## src/rtl/audio_mixer_seq.sv

```systemverilog
// Time-multiplexed stereo mixer: one multiply-accumulate slot per clock, NCH channels
// with per-channel volume/pan, saturated OW-bit outputs, CPU index/data register port.
//
// state | meaning
// ------+---------------------------------------------------------------
// IDLE  | waiting for tick; accumulators hold the last frame's sums
// ACCUM | one channel per cycle is scaled and added to accL/accR
// DONE  | outputs hold the new frame, sample_stb high; tick here starts the next frame
module audio_mixer_seq #(
    parameter int             NCH         = 10,
    parameter int             IW          = 8,
    parameter int             OW          = 12,
    parameter int             HEADROOM    = 2,
    parameter logic [NCH-1:0] SIGNED_MASK = '0,
    parameter logic [7:0]     IDX_PORT    = 8'hF6,
    parameter logic [7:0]     DATA_PORT   = 8'hF7
) (
    input  logic                   clk,
    input  logic                   mrst_n,
    input  logic [7:0]             a,
    input  logic                   iorq_n,
    input  logic                   rd_n,
    input  logic                   wr_n,
    input  logic [7:0]             din,
    output logic [7:0]             dout,
    output logic                   oe,
    input  logic [NCH*IW-1:0]      ch_in,
    input  logic                   tick,
    output logic signed [OW-1:0]   out_left,
    output logic signed [OW-1:0]   out_right,
    output logic                   sample_stb,
    output logic                   busy
);

    localparam int CW = $clog2(NCH);
    localparam int PW = IW + 6;
    localparam int AW = PW + $clog2(NCH);
    localparam int SH = IW + 4 - OW + HEADROOM;
    localparam int SW = ((AW > OW) ? AW : OW) + 1;

    localparam logic signed [SW-1:0] SAT_MAX = {{(SW-OW+1){1'b0}}, {(OW-1){1'b1}}};
    localparam logic signed [SW-1:0] SAT_MIN = {{(SW-OW+1){1'b1}}, {(OW-1){1'b0}}};

    typedef enum logic [1:0] {
        IDLE  = 2'd0,
        ACCUM = 2'd1,
        DONE  = 2'd2
    } state_t;

    state_t                state, state_nxt;
    logic [CW-1:0]         ch;
    logic signed [AW-1:0]  acc_l, acc_r;
    logic signed [AW-1:0]  acc_l_nxt, acc_r_nxt;
    logic [7:0]            idx;
    logic [5:0]            cfg [NCH];
    logic                  overrun, clip_l, clip_r;

    logic                  wr_cyc, rd_cyc, idx_wr, data_wr;
    logic                  idx_is_ch, idx_is_status, status_clr;
    logic [CW-1:0]         idx_ch;
    logic [7:0]            rd_data;
    logic                  unused_din;

    logic [IW-1:0]         raw;
    logic [5:0]            cur_cfg;
    logic signed [IW:0]    s;
    logic [4:0]            g;
    logic signed [PW-1:0]  s_w, g_w, p;
    logic signed [AW-1:0]  p_ext;
    logic [OW:0]           sat_l, sat_r;
    logic                  last_slot, tick_take;

    // Returns {clip, value}: floor shift, then clamp to the signed OW-bit range.
    function automatic logic [OW:0] saturate(input logic signed [AW-1:0] v);
        logic signed [AW-1:0] sh;
        logic signed [SW-1:0] w;
        sh = v >>> SH;
        w  = {{(SW-AW){sh[AW-1]}}, sh};
        if (w > SAT_MAX)
            saturate = {1'b1, SAT_MAX[OW-1:0]};
        else if (w < SAT_MIN)
            saturate = {1'b1, SAT_MIN[OW-1:0]};
        else
            saturate = {1'b0, w[OW-1:0]};
    endfunction

    assign wr_cyc        = !iorq_n && !wr_n;
    assign rd_cyc        = !iorq_n && !rd_n;
    assign idx_wr        = wr_cyc && (a == IDX_PORT);
    assign data_wr       = wr_cyc && (a == DATA_PORT);
    assign idx_is_ch     = 32'(idx) < NCH;
    assign idx_is_status = idx == 8'hFF;
    assign idx_ch        = idx[CW-1:0];
    assign status_clr    = data_wr && idx_is_status;
    assign unused_din    = ^din[5:4];

    always_comb begin
        rd_data = 8'h00;
        if (idx_is_ch)
            rd_data = {cfg[idx_ch][5:4], 2'b00, cfg[idx_ch][3:0]};
        else if (idx_is_status)
            rd_data = {5'b00000, clip_r, clip_l, overrun};
    end

    always_comb begin
        oe   = rd_cyc && ((a == IDX_PORT) || (a == DATA_PORT));
        dout = 8'h00;
        if (oe)
            dout = (a == IDX_PORT) ? idx : rd_data;
    end

    // Unsigned channels are excess-2^(IW-1): flipping the MSB recentres them on zero.
    always_comb begin
        raw     = ch_in[ch*IW +: IW];
        cur_cfg = cfg[ch];
        if (SIGNED_MASK[ch])
            s = {raw[IW-1], raw};
        else
            s = {~raw[IW-1], ~raw[IW-1], raw[IW-2:0]};
        g         = {1'b0, cur_cfg[3:0]} + 5'd1;
        s_w       = {{(PW-IW-1){s[IW]}}, s};
        g_w       = {{(PW-5){1'b0}}, g};
        p         = s_w * g_w;
        p_ext     = {{(AW-PW){p[PW-1]}}, p};
        acc_l_nxt = acc_l + (cur_cfg[5] ? p_ext : '0);
        acc_r_nxt = acc_r + (cur_cfg[4] ? p_ext : '0);
        sat_l     = saturate(acc_l_nxt);
        sat_r     = saturate(acc_r_nxt);
    end

    assign last_slot = (state == ACCUM) && (ch == CW'(NCH - 1));
    assign tick_take = tick && ((state == IDLE) || (state == DONE));

    always_comb begin
        state_nxt  = state;
        busy       = 1'b0;
        sample_stb = 1'b0;
        case (state)
            IDLE: begin
                if (tick)
                    state_nxt = ACCUM;
            end
            ACCUM: begin
                busy = 1'b1;
                if (ch == CW'(NCH - 1))
                    state_nxt = DONE;
            end
            DONE: begin
                sample_stb = 1'b1;
                state_nxt  = tick ? ACCUM : IDLE;
            end
            default: state_nxt = IDLE;
        endcase
    end

    always_ff @(posedge clk or negedge mrst_n) begin
        if (!mrst_n)
            state <= IDLE;
        else
            state <= state_nxt;
    end

    always_ff @(posedge clk or negedge mrst_n) begin
        if (!mrst_n) begin
            idx <= 8'h00;
            for (int k = 0; k < NCH; k++)
                cfg[k] <= 6'b11_1111;
        end else begin
            if (idx_wr)
                idx <= din;
            if (data_wr && idx_is_ch)
                cfg[idx_ch] <= {din[7:6], din[3:0]};
        end
    end

    // Outputs load on the final slot so they are already valid while sample_stb is high.
    always_ff @(posedge clk or negedge mrst_n) begin
        if (!mrst_n) begin
            ch        <= '0;
            acc_l     <= '0;
            acc_r     <= '0;
            out_left  <= '0;
            out_right <= '0;
            overrun   <= 1'b0;
            clip_l    <= 1'b0;
            clip_r    <= 1'b0;
        end else begin
            if (tick_take) begin
                ch    <= '0;
                acc_l <= '0;
                acc_r <= '0;
            end else if (state == ACCUM) begin
                acc_l <= acc_l_nxt;
                acc_r <= acc_r_nxt;
                if (!last_slot)
                    ch <= ch + CW'(1);
            end
            if (last_slot) begin
                out_left  <= sat_l[OW-1:0];
                out_right <= sat_r[OW-1:0];
            end
            overrun <= (overrun && !status_clr) || (tick && (state == ACCUM));
            clip_l  <= (clip_l && !status_clr) || (last_slot && sat_l[OW]);
            clip_r  <= (clip_r && !status_clr) || (last_slot && sat_r[OW]);
        end
    end

endmodule
```

## config.mk

```make
export PLATFORM = sky130hd
export DESIGN_NAME = audio_mixer_seq
export DESIGN_NICKNAME = d
export VERILOG_FILES = /design/src/rtl/audio_mixer_seq.sv
export SDC_FILE = /design/constraint.sdc
export NUM_CORES = 1
export LEC_CHECK = 0
export CAP_MARGIN = 40
export CORE_MARGIN = 2
export CORE_UTILIZATION = 45
export CTS_CLUSTER_SIZE = 28
export DETAILED_ROUTE_END_ITERATION = 12
export GPL_TIMING_DRIVEN = 1
export PLACE_DENSITY = 0.67
export SLEW_MARGIN = 0
export SYNTH_ARGS = -nofsm -noshare
export SYNTH_HDL_FRONTEND = slang
export SYNTH_SLANG_ARGS = --single-unit
```

## constraint.sdc

```tcl
create_clock -name clk -period 18 [get_ports clk]
set_clock_uncertainty 0.05 [all_clocks]
set_input_delay 5.4 -clock clk [delete_from_list [all_inputs] [get_ports clk]]
set_output_delay 5.4 -clock clk [all_outputs]
set_load 0.01 [all_outputs]
```

==> impl_metrics.csv <==
group,metric,value,unit
layout,regArea,3500,sq um
synthesis,synth_area,10800,sq um
sta,fin_crit,13290,ps
setup_path,cp_max_fo,10,
layout,fin_nets,1364,
job,max-cap-violations,0,
synthesis,synth_ff_type,"dfrtp_1",
synthesis,avgSynthCellArea,10.2,sq um
setup_path,crit_slowest_cell,"fa_1",
placement,dp_hpwl,21.1,mm
sta,slew_viol_final,0,
floorplan,die_h,159,um
worst_hold_path,min_path_type,"reg2reg",
clock_network,htree_num_levels,4,
worst_hold_path,hold_path_depth,2,
layout,multiInputGateArea,6790,sq um
global_routing,grt_overflow,0,
global_routing,grt_pass1_vias,8735,
setup_path,reg2reg_depth,33,
synthesis,yosysWarnings,0,
layout,layout-drive-gt1-share,22.4,%
pwr,switching_share,47.1,%
sta,hold_viol,0,
placement,place_ws,4320,ps
clock_network,clock-sinks,137,
setup_path,reg2reg_from,"ch[0]$_DFFE_PN0P_",
pwr,powerDensity,166,nW/um^2
layout,final_util,55.4,%
worst_hold_path,holdPathEnd,"acc_l[2]$_DFFE_PN0P_",
drt,ant_nets,0,
layout,fin_area,13000,sq um
synthesis,syn_nets,1249,
pwr,pwr-share-clk,16.2,%
global_routing,antenna_found_initial,1,
synthesis,netlist-cell-type-count,78,
sta,period_share,73.8,%
synthesis,ys_ff_latch,137,
floorplan,dieArea,25300,sq um
clock_network,cts_buffers,17,
global_routing,track_usage,23.0,%
global_routing,grt_max_degree,66,
sta,max_freq,75.3,MHz
floorplan,core_area,23500,sq um
pwr,sequentialPowerShare,20.6,%
pwr,switchingPower,1020,uW
setup_path,cp_slowest_stage_delay,550,ps
sta,finalSetupViolations,0,
layout,fill_cells,2099,
sta,worstMarginPinSlew,916,ps
clock_network,cts_buffer_depth,2,
drt,first_iter_violations,583,
setup_path,cp-start-kind,"input port",
setup_path,r2r_end,"out_right[10]$_DFFE_PN0P_",
pwr,p_int,1140,uW
drt,wl,28.5,mm
sta,tns,0,ps
clock_network,cts_tree,"done",
setup_path,endpoint_kind,"register",
sta,fin_ws,4710,ps
drt,via_count,8749,
synthesis,synthArstFlopShare,100,%
synthesis,yosysSeqAreaShare,32.4,%
pwr,combPwrFrac,63.1,%
placement,io_buffers,136,
floorplan,initial_core_util,45.9,%
clock_network,clk_pin_slew,60,ps
placement,gp_congestion,0.878,
floorplan,num_rows,56,
setup_path,r2r_setup_slack,7780,ps
clock_network,worstSkewPairLatency,440,ps
layout,layout_commonest_cell,"clkdlybuf4s50_1",
worst_hold_path,hp-start,"acc_l[2]$_DFFE_PN0P_",
layout,area_growth,20.7,%
floorplan,fp.dieW,159,um
pwr,p_leak,0.00542,uW
synthesis,yosys.area.top_type,"dfrtp_1",
setup_path,cp.arrival,13550,ps
setup_path,crit_top_cell,"a21oi_1",
clock_network,cts-root-buf,"clkbuf_16",
clock_network,cts_hold_buf,0,
setup_path,critPathRequiredTime,18270,ps
pwr,ir_worst_vdd,0.0956,mV
synthesis,synth.area.top_cells,"dfrtp_1, dfstp_2, mux2_2, mux4_2, ha_1",
sta,slew_headroom,38.4,%
floorplan,ios,137,
drt,wl_per_cell,18.9,um
sta,rsz0062_at_grt,"no",
layout,final_cell_mix,"clkdlybuf4s50_1, nor2_1, mux2_2, dfrtp_1, nand2_1",
clock_network,post_cts_buffers,0,
global_routing,grt_pass1_wl,46.8,mm
setup_path,critPathKind,"in2reg",
sta,fin_hold_ws,441,ps
placement,placed_area,12400,sq um
drt,firstDrtPassIters,5,
run_status,outcome,"finished, final reports clean",
drt,viasPerCell,5.79,
clock_network,cts-resized-gates,0,
synthesis,synthCells,1062,
drt,drcViolationCount,0,
synthesis,synth-edff-count,0,
synthesis,synth_top_cell_area_share,17.8,%
through the flow:
| step | power [uW] | cells |
|---|---|---|
| detailed placement | 1810 | 1476 |
| floorplan | 1450 | 1062 |
| CTS | 2170 | 1508 |
| finish | 2160 | 1510 |
| global placement | 1790 | 1471 |
| global route | 2340 | 1510 |
layout make-up:
cell class                      instances  area share, %
Clock buffer                           17           3.26
Timing Repair Buffer                  150           11.4
Multi-Input combinational cell        799           52.1
Antenna cell                            1         0.0192
Inverter                               72           2.07
Clock inverter                         15           1.22
Tap cell                              319           3.06
Sequential cell                       137           26.9
metal layers:
metal	track usage (%)	vias up	wire length, um
met5	0	-	0
met1	31.4	4289	12900
met2	37.0	296	13400
met3	4.74	38	1740
li1	-	4126	-
met4	7.27	0	522
worst max-delay path by stage:
stage,from,cells after the start,to
2_1_floorplan,ch_in[28],30,out_right[1]$_DFFE_PN0P_
3_3_place_gp,ch_in[15],31,out_left[0]$_DFFE_PN0P_
3_5_place_dp,ch_in[26],31,out_right[4]$_DFFE_PN0P_
4_1_cts,a[6],7,dout[3]
5_1_grt,ch_in[15],31,out_left[0]$_DFFE_PN0P_
6_report,ch_in[29],31,out_right[10]$_DFFE_PN0P_
sequential cells by signal (all words and copies together), names as in the netlist:
| signal | cells |
|---|---|
| idx | 8 |
| clip_l | 1 |
| state | 2 |
| clip_r | 1 |
| acc_l | 18 |
| out_right | 12 |
| cfg | 60 |
| acc_r | 18 |
| out_left | 12 |
| overrun | 1 |
| ch | 4 |
cell usage after synthesis (5+ instances only):
library cell / number
a21oi_1: 52
a22o_1: 25
mux2i_1: 14
o21a_1: 9
nand2_1: 70
nand4_1: 9
nor3_1: 15
clkbuf_1: 37
dfstp_2: 60
a31oi_1: 6
nand2b_1: 9
a22oi_1: 14
or2_2: 8
ha_1: 58
or3_1: 6
mux4_2: 36
nor2b_1: 8
nor2_1: 105
o21bai_1: 11
a211oi_1: 6
a21o_1: 8
inv_1: 69
a221o_1: 11
o31a_1: 5
o21ai_0: 48
nand3_1: 17
fa_1: 27
dfrtp_1: 77
buf_2: 8
xor2_1: 16
nor4_1: 6
and2_1: 6
o311ai_2: 10
xnor2_1: 27
mux2_2: 91
logic make-up (layout without fill, tap and decap cells):
kind of cell    count (synthesis)  count (layout)  share of synthesized area (%)
compound gates                246             246                           16.8
xor+xnor                       43              43                           3.48
fa+ha+maj                      85              85                           11.7
buf+inv                       126             254                           4.78
flops                         137             137                           32.4
mux                           142             142                           18.4
other cells                     0               1                              0
simple gates                  283             283                           12.4
power groups by stage:
stage	Sequential [uW]	Clock (uW)	Combinational (uW)
finish	447	351	1360
global route	457	369	1520
CTS	447	357	1370
detailed placement	450	0	1360
global placement	451	0	1340
floorplan	435	0	1010
critical path, delay by kind of cell:
kind,cells,cell delay [ps]
AOI/OAI and AO/OA,16,3600
muxes,1,470
xor gates and xnor gates,1,360
adders and majority gates,5,2170
and+or+nand+nor,5,860
buffers and inverters,3,660
Note: power is estimated with default switching activity, not from simulation.
